===== src/rtl/fifo_master_pkg.sv =====
// Shared constants for the slave-FIFO master scheduler: debug state
// encoding, socket addresses and the burst counter width.
package fifo_master_pkg;

  localparam int BCNT_W = 16;

  localparam logic [1:0] ADDR_WR = 2'b00;
  localparam logic [1:0] ADDR_RD = 2'b11;

  // One-hot debug encoding of the ten active states. IDLE has no bit of
  // its own and reads as all zeros, so STATE is 0 straight out of reset.
  localparam logic [9:0] ST_OH_IDLE    = 10'h000;
  localparam logic [9:0] ST_OH_WAIT    = 10'h001;
  localparam logic [9:0] ST_OH_SEL_W   = 10'h002;
  localparam logic [9:0] ST_OH_DRIVE   = 10'h004;
  localparam logic [9:0] ST_OH_WRITE   = 10'h008;
  localparam logic [9:0] ST_OH_PAUSE_W = 10'h010;
  localparam logic [9:0] ST_OH_SEL_R   = 10'h020;
  localparam logic [9:0] ST_OH_READ    = 10'h040;
  localparam logic [9:0] ST_OH_DRAIN_R = 10'h080;
  localparam logic [9:0] ST_OH_PAUSE_R = 10'h100;
  localparam logic [9:0] ST_OH_STOP    = 10'h200;

endpackage


===== src/rtl/rd_valid_pipe.sv =====
// Delay line that turns the RD strobe into RD_VALID LAT cycles later.
module rd_valid_pipe #(
  parameter int unsigned LAT = 2
) (
  input  logic i_clk,
  input  logic i_clr,
  input  logic i_rd,
  output logic o_valid
);

  logic [LAT-1:0] r_sr;

  // Shift RD in at the bottom; synchronous clear drops reads in flight.
  always_ff @(posedge i_clk) begin
    if (i_clr) begin
      r_sr <= '0;
    end else begin
      r_sr <= (r_sr << 1) | LAT'(i_rd);
    end
  end

  assign o_valid = r_sr[LAT-1];

endmodule


===== src/rtl/fifo_master_scheduler.sv =====
// Round-robin scheduler for the slave-FIFO bus: one write thread on the
// DMA0 socket, one read thread on the DMA1 socket. Handles address setup,
// bus turnaround, burst limits, watermark pauses and read latency.
//
// Request qualification: a thread is eligible only while its request (it has
// data / room) and its socket Ready are both high in the same cycle. Once a
// grant is running, Ready is no longer consulted; the request and watermark
// are sampled every strobe cycle and the strobe of the sampling cycle counts.
module fifo_master_scheduler
  import fifo_master_pkg::*;
#(
  parameter int unsigned BURST_MAX = 1024,
  parameter int unsigned TURN_CYC  = 2,
  parameter int unsigned RD_LAT    = 2
) (
  input  logic              PCLK,
  input  logic              RESET_N,
  input  logic              ENABLE,
  input  logic              WR_REQ,
  input  logic              RD_REQ,
  input  logic              DMA0_Ready,
  input  logic              DMA0_Watermark,
  input  logic              DMA1_Ready,
  input  logic              DMA1_Watermark,
  output logic [1:0]        ADDR,
  output logic              OE,
  output logic              WR,
  output logic              RD,
  output logic              RD_VALID,
  output logic              LastWRData,
  output logic [BCNT_W-1:0] BURST_CNT,
  output logic [9:0]        STATE
);

  localparam logic [3:0] S_IDLE    = 4'd0;
  localparam logic [3:0] S_WAIT    = 4'd1;
  localparam logic [3:0] S_SEL_W   = 4'd2;
  localparam logic [3:0] S_DRIVE   = 4'd3;
  localparam logic [3:0] S_WRITE   = 4'd4;
  localparam logic [3:0] S_PAUSE_W = 4'd5;
  localparam logic [3:0] S_SEL_R   = 4'd6;
  localparam logic [3:0] S_READ    = 4'd7;
  localparam logic [3:0] S_DRAIN_R = 4'd8;
  localparam logic [3:0] S_PAUSE_R = 4'd9;
  localparam logic [3:0] S_STOP    = 4'd10;

  localparam logic [BCNT_W-1:0] BMAX_C  = BCNT_W'(BURST_MAX);
  localparam logic [BCNT_W-1:0] BMAX_M1 = BCNT_W'(BURST_MAX - 1);
  localparam logic [2:0]        TURN_M1 = 3'(TURN_CYC - 1);
  localparam logic [2:0]        LAT_M1  = 3'(RD_LAT - 1);

  logic [3:0]        r_state;
  logic [2:0]        r_timer;
  logic [1:0]        r_addr;
  logic [BCNT_W-1:0] r_bcnt;
  logic              r_last_rd;
  logic              r_exit_wm;
  logic              r_exit_stop;

  logic [3:0] w_next;
  logic       w_wr_elig;
  logic       w_rd_elig;
  logic       w_grant_wr;
  logic       w_grant_rd;
  logic       w_limit;
  logic       w_strobe;
  logic       w_enter_sel_w;
  logic       w_enter_sel_r;
  logic       w_pipe_clr;

  assign w_wr_elig     = WR_REQ & DMA0_Ready;
  assign w_rd_elig     = RD_REQ & DMA1_Ready;
  // On a tie the thread that was not served last wins.
  assign w_grant_wr    = w_wr_elig & (~w_rd_elig | r_last_rd);
  assign w_grant_rd    = w_rd_elig & (~w_wr_elig | ~r_last_rd);
  assign w_limit       = (r_bcnt == BMAX_M1);
  assign w_strobe      = (r_state == S_WRITE) | (r_state == S_READ);
  assign w_enter_sel_w = (r_state == S_WAIT) & (w_next == S_SEL_W);
  assign w_enter_sel_r = (r_state == S_WAIT) & (w_next == S_SEL_R);
  assign w_pipe_clr    = ~RESET_N;

  // Next-state logic: stop beats watermark beats request drop / limit.
  always_comb begin
    w_next = r_state;
    case (r_state)
      S_IDLE:    if (ENABLE) w_next = S_WAIT;
      S_WAIT: begin
        if (!ENABLE)         w_next = S_STOP;
        else if (w_grant_wr) w_next = S_SEL_W;
        else if (w_grant_rd) w_next = S_SEL_R;
      end
      S_SEL_W:   if (r_timer == TURN_M1) w_next = S_DRIVE;
      S_DRIVE:   w_next = S_WRITE;
      S_WRITE: begin
        if (!ENABLE)                 w_next = S_STOP;
        else if (DMA0_Watermark)     w_next = S_PAUSE_W;
        else if (!WR_REQ || w_limit) w_next = S_WAIT;
      end
      S_PAUSE_W: begin
        if (!ENABLE)          w_next = S_STOP;
        else if (!DMA0_Ready) w_next = S_WAIT;
      end
      S_SEL_R:   if (r_timer == TURN_M1) w_next = S_READ;
      S_READ: begin
        if (!ENABLE || DMA1_Watermark || !RD_REQ || w_limit) w_next = S_DRAIN_R;
      end
      S_DRAIN_R: begin
        if (r_timer == LAT_M1) begin
          if (!ENABLE || r_exit_stop) w_next = S_STOP;
          else if (r_exit_wm)         w_next = S_PAUSE_R;
          else                        w_next = S_WAIT;
        end
      end
      S_PAUSE_R: begin
        if (!ENABLE)          w_next = S_STOP;
        else if (!DMA1_Ready) w_next = S_WAIT;
      end
      S_STOP:    w_next = S_IDLE;
      default:   w_next = S_IDLE;
    endcase
  end

  // State register plus a dwell timer that restarts on every state change.
  always_ff @(posedge PCLK) begin
    if (!RESET_N) begin
      r_state <= S_IDLE;
      r_timer <= '0;
    end else begin
      r_state <= w_next;
      r_timer <= (w_next != r_state) ? 3'd0 : r_timer + 3'd1;
    end
  end

  // Socket address and last-served thread change only when a grant is made.
  always_ff @(posedge PCLK) begin
    if (!RESET_N) begin
      r_addr    <= ADDR_WR;
      r_last_rd <= 1'b1;
    end else if (w_enter_sel_w) begin
      r_addr    <= ADDR_WR;
      r_last_rd <= 1'b0;
    end else if (w_enter_sel_r) begin
      r_addr    <= ADDR_RD;
      r_last_rd <= 1'b1;
    end
  end

  // Strobe counter: cleared per grant and in IDLE, saturating at the limit.
  always_ff @(posedge PCLK) begin
    if (!RESET_N) begin
      r_bcnt <= '0;
    end else if (w_enter_sel_w || w_enter_sel_r || w_next == S_IDLE) begin
      r_bcnt <= '0;
    end else if (w_strobe && r_bcnt != BMAX_C) begin
      r_bcnt <= r_bcnt + BCNT_W'(1);
    end
  end

  // Remember why a read burst ended so DRAIN_R knows where to go next.
  always_ff @(posedge PCLK) begin
    if (!RESET_N) begin
      r_exit_wm   <= 1'b0;
      r_exit_stop <= 1'b0;
    end else if (r_state == S_READ && w_next == S_DRAIN_R) begin
      r_exit_stop <= ~ENABLE;
      r_exit_wm   <= DMA1_Watermark;
    end
  end

  // Debug view of the state register.
  always_comb begin
    STATE = ST_OH_IDLE;
    case (r_state)
      S_WAIT:    STATE = ST_OH_WAIT;
      S_SEL_W:   STATE = ST_OH_SEL_W;
      S_DRIVE:   STATE = ST_OH_DRIVE;
      S_WRITE:   STATE = ST_OH_WRITE;
      S_PAUSE_W: STATE = ST_OH_PAUSE_W;
      S_SEL_R:   STATE = ST_OH_SEL_R;
      S_READ:    STATE = ST_OH_READ;
      S_DRAIN_R: STATE = ST_OH_DRAIN_R;
      S_PAUSE_R: STATE = ST_OH_PAUSE_R;
      S_STOP:    STATE = ST_OH_STOP;
      default:   STATE = ST_OH_IDLE;
    endcase
  end

  assign ADDR       = r_addr;
  assign OE         = (r_state == S_DRIVE) | (r_state == S_WRITE);
  assign WR         = (r_state == S_WRITE);
  assign RD         = (r_state == S_READ);
  assign LastWRData = (r_state == S_STOP);
  assign BURST_CNT  = r_bcnt;

  rd_valid_pipe #(
    .LAT (RD_LAT)
  ) u_rd_valid_pipe (
    .i_clk   (PCLK),
    .i_clr   (w_pipe_clr),
    .i_rd    (RD),
    .o_valid (RD_VALID)
  );

endmodule


===== config.mk =====
export PLATFORM = sky130hd
export DESIGN_NAME = fifo_master_scheduler
export DESIGN_NICKNAME = d
export VERILOG_FILES = /design/src/rtl/fifo_master_pkg.sv /design/src/rtl/rd_valid_pipe.sv /design/src/rtl/fifo_master_scheduler.sv
export SDC_FILE = /design/constraint.sdc
export NUM_CORES = 1
export LEC_CHECK = 0
export ABC_AREA = 1
export CORE_ASPECT_RATIO = 0.75
export CORE_MARGIN = 2
export CORE_UTILIZATION = 48
export DETAILED_ROUTE_END_ITERATION = 16
export MAX_ROUTING_LAYER = met4
export PLACE_DENSITY = 0.86
export SYNTH_ARGS = -nofsm -noshare
export SYNTH_HDL_FRONTEND = slang
export SYNTH_HIERARCHICAL = 1
export SYNTH_SLANG_ARGS = --single-unit

===== constraint.sdc =====
create_clock -name PCLK -period 4.8 [get_ports PCLK]
set_input_delay 0.48 -clock PCLK [delete_from_list [all_inputs] [get_ports PCLK]]
set_output_delay 0.48 -clock PCLK [all_outputs]
set_load 0.01 [all_outputs]

* Yosys cells after proc, flatten, opt, wreduce, memory -nomap -nowiden
Memories as Yosys holds them, arrays and structs flattened. A register that Yosys moved wholly into a read port is not among the register bits.
Cells that the tools add are included.
** Word-level totals
- Bits in registers :: 29
- Memory bits (read-only) :: 160
- Bits of input ports :: 9
- Output and inout port bits :: 33
- Word-level logic and storage cells :: 83
- Memories kept :: 1
** Cells by class
- Add/subtract/negate cells :: 2
- Equality and inequality tests :: 17
- Mux-type cells :: 21
- Bitwise gates (word level) :: 16
- Reduce and logical (&&, ||, !) cells :: 18
** Memories
- (name not given) :: words 16, width 10, rd ports 1, clocked after Yosys merged registers in 1, wr ports 0, RTL line fifo_master_scheduler.sv:173 : case (r_state)
** Operator list (count)
- 2-to-1 mux 4 bit :: 18
- case mux 4 bit (10 select lines) :: 1
- == test 4 x 3 -> 1 bit, second input constant :: 5
- adder 16 x 1 -> 16 bit, second input constant :: 1
- == test 16 x 10 -> 1 bit, second input constant :: 1
- == test 4 bit, second input constant :: 4
- != test 16 x 11 -> 1 bit, second input constant :: 1
- == test 4 x 2 -> 1 bit, second input constant :: 3
- logical NOT 4 bit :: 2
- logical OR 1 bit :: 7
- AND 1 bit :: 6
- OR reduction 2 bit :: 3
- NOT 1 bit :: 5
- == test 4 x 1 -> 1 bit, second input constant :: 1
- != test 4 bit :: 1
- bitwise OR 1 bit :: 4
- adder 3 x 1 -> 3 bit, second input constant :: 1
- == test 3 x 1 -> 1 bit, second input constant :: 1
- logical NOT 1 bit :: 3
- logical AND 1 bit :: 2
- 2-to-1 mux 1 bit :: 2
- bitwise OR 2 x 1 -> 2 bit :: 1
- nonzero test 2 bit :: 1

* Logic depth before layout (Yosys ltp)
Gate-level depths: netlist of the first run.
- Depth in word-level cells :: 13
- Mapped depth :: 16
- Gate-level depth less buffers :: 15

* Cells and area by module
The synthesis of the first run kept the hierarchy.
** By module, submodules not included
- fifo_master_scheduler :: instances 1, cells each 318, area an instance 2183.3 µm², seq. area each 740.7 µm²
- rd_valid_pipe :: instances 1, cells each 6, area an instance 55.1 µm², seq. area each 40.0 µm²

* Least setup slack after synthesis of the first run
OpenSTA, ideal clock, no wires.
- Path kind :: flip-flop to flip-flop
- Start point :: register r_bcnt[0] (netlist: BURST_CNT[0])
- End point :: register r_bcnt[1] (netlist: BURST_CNT[1])
- Library setup time :: 0.119 ns
- Arrival :: 1.761 ns
- Data required time :: 4.681 ns
- Setup slack :: 2.920 ns
- Stages on the path, launching flop included :: 16
- Path buffers :: 1
- Clock period less this slack :: 1.880 ns
- Cell sequence :: dfxtp_1 -> ha_1 -> nand3_1 -> nor2_4 -> nand2_4 -> nand3_1 -> nand2_1 -> nand2_1 -> nand2_1 -> nand2_1 -> nand2_2 -> nor2_2 -> nand2_2 -> nand3_4 -> buf_8 -> nor2_2
** Between the ends
- Cells in the longest elaborated chain, start to end :: 11
- Elaborated cells between the ends (all ways) :: 19
- Those cells by class :: add/sub (1); eq/ne (4); mux (5); bitwise (2); reduce/logical (7)
** RTL lines
- start, declared :: RTL line fifo_master_scheduler.sv:55 : logic [BCNT_W-1:0] r_bcnt;
- start signal, assigned :: RTL line fifo_master_scheduler.sv:155 : r_bcnt <= r_bcnt + BCNT_W'(1);
- == test 16 x 10 -> 1 bit :: RTL line fifo_master_scheduler.sv:76 : assign w_limit = (r_bcnt == BMAX_M1);
- logical OR 1 bit :: RTL line fifo_master_scheduler.sv:97 : else if (!WR_REQ || w_limit) w_next = S_WAIT;
- 2-to-1 mux 4 bit :: RTL line fifo_master_scheduler.sv:97
- 2-to-1 mux 4 bit :: RTL line fifo_master_scheduler.sv:96 : else if (DMA0_Watermark) w_next = S_PAUSE_W;
- 2-to-1 mux 4 bit :: RTL line fifo_master_scheduler.sv:95 : if (!ENABLE) w_next = S_STOP;
- case mux 4 bit (10 select lines) :: RTL line fifo_master_scheduler.sv:85 : case (r_state)
- == test 4 x 2 -> 1 bit or == test 4 x 3 -> 1 bit (tied branches) :: RTL line fifo_master_scheduler.sv:78, fifo_master_scheduler.sv:79
- AND 1 bit, on equally long branches :: RTL line fifo_master_scheduler.sv:78, fifo_master_scheduler.sv:79
- logical OR 1 bit (2 in series) :: RTL line fifo_master_scheduler.sv:152 : end else if (w_enter_sel_w || w_enter_sel_r || w_next == S_IDLE) begin
- OR reduction 2 bit (no source line)
Several ways; a longest one is shown, not always the timed one.
A chain may end at the register's enable or synchronous reset.

* Worst setup path in the final report of the first run
- Start point :: register r_state[0]
- End point :: output OE
** Between the ends
- Cells in the longest elaborated chain, start to end :: 2
- Elaborated cells between the ends (all ways) :: 3
- Those cells by class :: eq/ne (2); bitwise (1)
** RTL lines
- start, declared :: RTL line fifo_master_scheduler.sv:52 : logic [3:0] r_state;
- start signal, assigned :: RTL line fifo_master_scheduler.sv:129 : r_state <= w_next;
- == test 4 x 2 -> 1 bit or == test 4 x 3 -> 1 bit (tied branches) :: RTL line fifo_master_scheduler.sv:189 : assign OE = (r_state == S_DRIVE) | (r_state == S_WRITE);
- bitwise OR 1 bit (*) :: RTL line fifo_master_scheduler.sv:189
- end, declared :: RTL line fifo_master_scheduler.sv:26 : output logic OE,
Every way passes the cells marked *; elsewhere a longest branch is shown, timed or not.

==> results of run 1 <==
## state kept, by name, indices dropped and copies added (netlist names)
register / count
STATE: 10
u_rd_valid_pipe/r_sr: 2
r_exit_wm: 1
r_state: 4
r_exit_stop: 1
BURST_CNT: 16
r_last_rd: 1
r_timer: 3
ADDR: 1
## worst min path at each step
stage                            startpoint                       to  slack, ns  depth (start not counted)
CTS                 u_rd_valid_pipe/r_sr[0]  u_rd_valid_pipe/r_sr[1]       0.41                          2
finish              u_rd_valid_pipe/r_sr[0]  u_rd_valid_pipe/r_sr[1]       0.42                          2
global route        u_rd_valid_pipe/r_sr[0]  u_rd_valid_pipe/r_sr[1]       0.45                          2
global placement    u_rd_valid_pipe/r_sr[0]  u_rd_valid_pipe/r_sr[1]       0.39                          2
detailed placement  u_rd_valid_pipe/r_sr[0]  u_rd_valid_pipe/r_sr[1]       0.40                          2
floorplan           u_rd_valid_pipe/r_sr[0]  u_rd_valid_pipe/r_sr[1]       0.39                          2
## critical path, stage by stage (launching register included)
cell and delay [ns]:
dfxtp_1 0.59, nor2_1 0.15, nand2_1 0.13, inv_1 0.11, or2_2 0.30, clkdlybuf4s50_1 0.47
## per-layer routing
layer / vias up / wire [µm] / global-route usage (%) / share of wire, %
li1: 1088 / - / - / -
met1: 978 / 2604 / 29.39 / 48
met2: 99 / 2433 / 32.16 / 44
met3: 6 / 392 / 4.718 / 7.2
met4: 0 / 48 / 7.992 / 0.88
met5: - / 0 / - / 0
## power groups by stage
stage	Sequential (mW)	Combinational [mW]	Clock (mW)
floorplan	0.365	0.157	0
global placement	0.369	0.202	0
detailed placement	0.370	0.205	0
CTS	0.362	0.207	0.296
global route	0.365	0.232	0.310
finish	0.363	0.209	0.290
## logic make-up after synthesis
logic type,Yosys count,share of synthesized area [%]
fa+ha+maj,4,2.236
buf+inv,63,11.63
compound gates,23,6.037
flops,39,34.88
xor+xnor,15,5.869
mux,2,0.8944
simple gates,178,38.46
## cell usage after synthesis, types with 2 or more instances
cell type | n | share of area (%)
inv_2 | 9 | 1.5
nor3_1 | 5 | 1.1
o21ai_0 | 10 | 2.2
xor2_1 | 12 | 4.7
nand2_2 | 10 | 2.8
xnor2_1 | 3 | 1.2
nand3_4 | 2 | 1.6
mux2i_1 | 2 | 0.89
nor2_4 | 3 | 1.5
nand2_1 | 64 | 11
ha_1 | 4 | 2.2
o21ai_1 | 3 | 0.67
nor4_1 | 2 | 0.56
a21oi_1 | 6 | 1.3
dfxtp_1 | 39 | 35
inv_1 | 49 | 8.2
nand3_1 | 19 | 4.2
nor2_1 | 46 | 7.7
nand4_1 | 9 | 2.5
nor2_2 | 14 | 3.9
## per-stage QoR
stage,instances,utilization [%],cell area (µm²),power (mW),hold WS [ns]
6_report,425,62.66,2799,0.8621,0.4186
5_1_grt,425,62.66,2799,0.9078,0.4485
4_1_cts,425,62.66,2799,0.8647,0.4133
3_5_place_dp,417,59.94,2678,0.5748,0.4032
3_3_place_gp,417,59.94,2678,0.5714,0.3919
2_1_floorplan,324,-,2238,0.5219,0.3883
## layout make-up
class                      count  area share, %
multi-input combinational    222          42.78
timing repair buffer          41          14.66
sequential                    39          27.89
clock buffer                   6          2.950
clock inverter                 2          1.386
tap                           57          2.548
inverter                      58          7.778
==> impl_metrics.env, run 1 <==
export IMPL_startpoint="r_state[0]"
export IMPL_coreArea_um2=4467
export IMPL_cts_setup_buffers=0
export IMPL_finalSetupViolCount=0
export IMPL_rrSetupSlack_ns=2.64
export IMPL_internal_power_mw=0.5874
export IMPL_die_h_um=63.14
export IMPL_power_frac_seq_pct=42.1
export IMPL_multiInputGateArea_um2=1197
export IMPL_dieArea_um2=5231
export IMPL_syn_inst=324
export IMPL_crit_type="flip-flop to output port"
export IMPL_mostFrequentLayoutCells="nand2_1 (64), inv_1 (49), nor2_1 (46)"
export IMPL_clock_latency_ns=0.29
export IMPL_wire_per_inst_um=12.89
export IMPL_power_leakage_nw=1.215
export IMPL_htree_levels=2
export IMPL_worst_pin_slew_ns=0.4713
export IMPL_start_util_pct=50.11
export IMPL_rr_startpoint="r_state[0]"
export IMPL_clk_pin_slew_ns=0.08
export IMPL_synth_warnings=6
export IMPL_grt_pass1_wl_um=9073
export IMPL_antenna_found_initial=0
export IMPL_status="complete, no violations"
export IMPL_drive_gt1_share_pct=14.13
export IMPL_clock_sinks=39
export IMPL_p_comb_share_pct=24.2
export IMPL_p_sw_share_pct=31.87
export IMPL_syn_to_final_growth_pct=25.04
export IMPL_yosys_register_bits=39
export IMPL_final_common_cell="nand2_1"
export IMPL_ant_nets=0
export IMPL_drv_cap=0
export IMPL_fin_ws_ns=2.279
export IMPL_setup_tns_ns=0
export IMPL_synth_area_um2=2238
export IMPL_grt_pass1_vias=2003
export IMPL_cts_resized=0
export IMPL_nNetsFinal=380
export IMPL_synth_edf_count=0
export IMPL_regArea_um2=780.7
export IMPL_power_switching_mw=0.2748
export IMPL_cp_arrival_ns=2.04
export IMPL_first_iter_violations=181
export IMPL_cts_buffer_depth=2
export IMPL_cts_made_buffers=5
export IMPL_reg2reg_depth=12
export IMPL_syn_area_per_cell_um2=6.909
export IMPL_num_vias=2171
export IMPL_syn_num_nets=337
export IMPL_io_pins=42
export IMPL_endpoint="OE"
export IMPL_critPathLaunchType="flip-flop"
export IMPL_synth_flop_cell="dfxtp_1"
export IMPL_gp_congestion=0.9377
export IMPL_grt_max_degree=17
export IMPL_yosys_cell_types_count=33
export IMPL_p_per_area_nw_per_um2=308.0
export IMPL_cts_tree="yes"
export IMPL_drv_slew=0
export IMPL_fin_crit_ns=2.521
export IMPL_ys_seq_area_share_pct=34.88
export IMPL_grt_total_usage_pct=21.78
export IMPL_crit_required_ns=4.32
export IMPL_max_slew_margin_pct=68.48
export IMPL_hold_class="flip-flop to flip-flop"
export IMPL_diodes=0
export IMPL_dr_pass1_iters=5
export IMPL_end_kind="output port"
export IMPL_critical_path_peak_fanout=9
export IMPL_worst_r2r_endpoint="BURST_CNT[4]"
export IMPL_clockPowerShare_pct=33.6
export IMPL_wirelength_um=5478
export IMPL_place_ws_ns=2.034
export IMPL_hpwl_um=4017
export IMPL_numPortBuffers=41
export IMPL_fmax_mhz=396.7
export IMPL_clock_skew_ns=0.006638
export IMPL_ir_drop_mv=0.1921
export IMPL_finalHoldViolCount=0
export IMPL_viasPerCell=5.108
export IMPL_drc=0
export IMPL_rows=21
export IMPL_die_width_um=82.85
export IMPL_ctsHoldBuffers=0
export IMPL_timing_final_crit_share_pct=52.51
export IMPL_overflow=0
export IMPL_synthArstFlopShare_pct=0
export IMPL_rsz0062_at_grt="no"
export IMPL_fill_cells=404
export IMPL_root_buffer="clkbuf_8"
No activity file was read; power rests on OpenSTA's default activity.
==> inputs of run 2 (changes only) <==
--- a/config.mk
+++ b/config.mk
@@ -8,10 +8,10 @@
 export ABC_AREA = 1
 export CORE_ASPECT_RATIO = 0.75
 export CORE_MARGIN = 2
-export CORE_UTILIZATION = 48
+export CORE_UTILIZATION = 47
 export DETAILED_ROUTE_END_ITERATION = 16
 export MAX_ROUTING_LAYER = met4
-export PLACE_DENSITY = 0.86
+export PLACE_DENSITY = 0.88
 export SYNTH_ARGS = -nofsm -noshare
 export SYNTH_HDL_FRONTEND = slang
 export SYNTH_HIERARCHICAL = 1
==> constraint.sdc (replaced) <==
create_clock -name PCLK -period 2.25 [get_ports PCLK]
set_input_delay 0.225 -clock PCLK [delete_from_list [all_inputs] [get_ports PCLK]]
set_output_delay 0.225 -clock PCLK [all_outputs]
set_load 0.01 [all_outputs]
==> impl_metrics.env, run 2 (synthesis results as in run 1) <==
export IMPL_max_slew_margin_pct=59.23
export IMPL_start_util_pct=49.53
export IMPL_coreArea_um2=4519
export IMPL_syn_to_final_growth_pct=27.45
export IMPL_p_per_area_nw_per_um2=677.5
export IMPL_fmax_mhz=474.8
export IMPL_dp_cells=419
export IMPL_critical_path_peak_fanout=6
export IMPL_overflow=0
export IMPL_crit_required_ns=2.03
export IMPL_fin_crit_ns=2.106
export IMPL_worst_pin_slew_ns=0.6096
export IMPL_clock_latency_ns=0.29
export IMPL_rows=21
export IMPL_antenna_found_initial=0
export IMPL_status="complete, no violations"
export IMPL_ir_drop_mv=0.5808
export IMPL_dieArea_um2=5336
export IMPL_critPathLaunchType="flip-flop"
export IMPL_clk_pin_slew_ns=0.08
export IMPL_hpwl_um=3903
export IMPL_final_common_cell="nand2_1"
export IMPL_finalPower_mw=1.933
export IMPL_wire_per_inst_um=12.61
export IMPL_timing_final_crit_share_pct=93.61
export IMPL_cts_buffer_depth=2
export IMPL_drive_gt1_share_pct=15.32
export IMPL_finalHoldViolCount=0
export IMPL_drv_slew=0
export IMPL_diodes=0
export IMPL_setup_tns_ns=0
export IMPL_die_width_um=83.69
export IMPL_grt_max_degree=17
export IMPL_power_leakage_nw=1.238
export IMPL_end_kind="output port"
export IMPL_root_buffer="clkbuf_8"
export IMPL_largest_reg_flops=16
export IMPL_crit_type="flip-flop to output port"
export IMPL_clock_sinks=39
export IMPL_numPortBuffers=41
export IMPL_cp_arrival_ns=1.88
export IMPL_drv_cap=0
export IMPL_nNetsFinal=384
export IMPL_hold_class="flip-flop to flip-flop"
export IMPL_cts_tree="yes"
export IMPL_grt_pass1_wl_um=9045
export IMPL_io_pins=42
export IMPL_htree_levels=2
export IMPL_dr_pass1_iters=5
export IMPL_gp_congestion=0.9626
export IMPL_drc=0
export IMPL_grt_pass1_vias=1966
export IMPL_die_h_um=63.77
export IMPL_grt_total_usage_pct=21.47
export IMPL_num_vias=2151
export IMPL_stdcell_count=429
export IMPL_mostFrequentLayoutCells="nand2_1 (64), inv_1 (49), nor2_1 (46)"
export IMPL_clock_skew_ns=0.006395
export IMPL_first_iter_violations=163
export IMPL_cts_made_buffers=5
export IMPL_wirelength_um=5410
export IMPL_ant_nets=0
export IMPL_finalSetupViolCount=0
export IMPL_viasPerCell=5.014
-- run 2: changes by cell type in the layout (fill, tap and decap cells not counted), sizes merged --
cell	previous run	this run
inv	59	58
bufinv	1	2
nand3	22	23
buf	0	3
-- run 2: what timing repair did --
| action | CTS | global route |
|---|---|---|
| endpoints found under the setup margin | 0 | 17 |
| buffers inserted | 0 | 1 |
| resized for setup | 0 | 3 |
| hold buffers | 0 | 0 |
-- run 2: through the flow --
| stage | instance area (µm²) | util [%] | hold WS [ns] | worst slack [ns] |
|---|---|---|---|---|
| CTS | 2825 | 62.51 | 0.4078 | 0.01811 |
| finish | 2853 | 63.12 | 0.4064 | 0.1437 |
| global route | 2853 | 63.12 | 0.4239 | -0.003284 |
| floorplan | 2238 | - | 0.3529 | 0.3700 |
| global placement | 2693 | 59.58 | 0.3921 | 0.01249 |
| detailed placement | 2693 | 59.58 | 0.3974 | -0.03951 |
-- run 2: critical path, stage by stage, from the launching register on --
cell	delay, ns
dfxtp_2	0.40
inv_2	0.08
nand2_2	0.10
inv_2	0.06
nand2_1	0.09
inv_1	0.10
or2_2	0.30
clkdlybuf4s50_1	0.47
-- run 2: final timing paths --
| check | start | to | slack, ns | depth (start not counted) |
|---|---|---|---|---|
| worst max register to register | BURST_CNT[1] | BURST_CNT[5] | 0.16 | 12 |
| worst max-delay path | r_state[3] | OE | 0.14 | 7 |
| worst min-delay path | u_rd_valid_pipe/r_sr[0] | u_rd_valid_pipe/r_sr[1] | 0.41 | 2 |
| worst min register to register | u_rd_valid_pipe/r_sr[0] | u_rd_valid_pipe/r_sr[1] | 0.41 | 2 |
-- run 2: where the power goes --
group	internal, mW	switching [mW]	total [mW]
logic	0.172	0.298	0.469
clock network	0.443	0.245	0.689
registers	0.732	0.0433	0.775
-- run 2: area by class of cell --
cell class,instances,area [µm²]
Multi-Input combinational cell,223,1215
Fill cell,396,1667
Inverter,58,217.7
Clock inverter,2,60.06
Clock buffer,6,72.57
Timing Repair Buffer,44,432.9
Tap cell,57,71.32
Sequential cell,39,783.3
-- run 2: routing by layer --
layer	vias to the layer above	wire length, µm	track usage (%)
li1	1095	-	-
met3	17	407	5.168
met5	-	0	-
met1	958	2545	29.35
met2	81	2308	30.90
met4	0	148	8.065
==> inputs of run 3 (changes only) <==
--- a/config.mk
+++ b/config.mk
@@ -12,6 +12,7 @@
 export DETAILED_ROUTE_END_ITERATION = 16
 export MAX_ROUTING_LAYER = met4
 export PLACE_DENSITY = 0.88
+export SLEW_MARGIN = 20
 export SYNTH_ARGS = -nofsm -noshare
 export SYNTH_HDL_FRONTEND = slang
 export SYNTH_HIERARCHICAL = 1
==> results of run 3 <==
No change in the layout: final DEF, timing and power equal those of run 2.
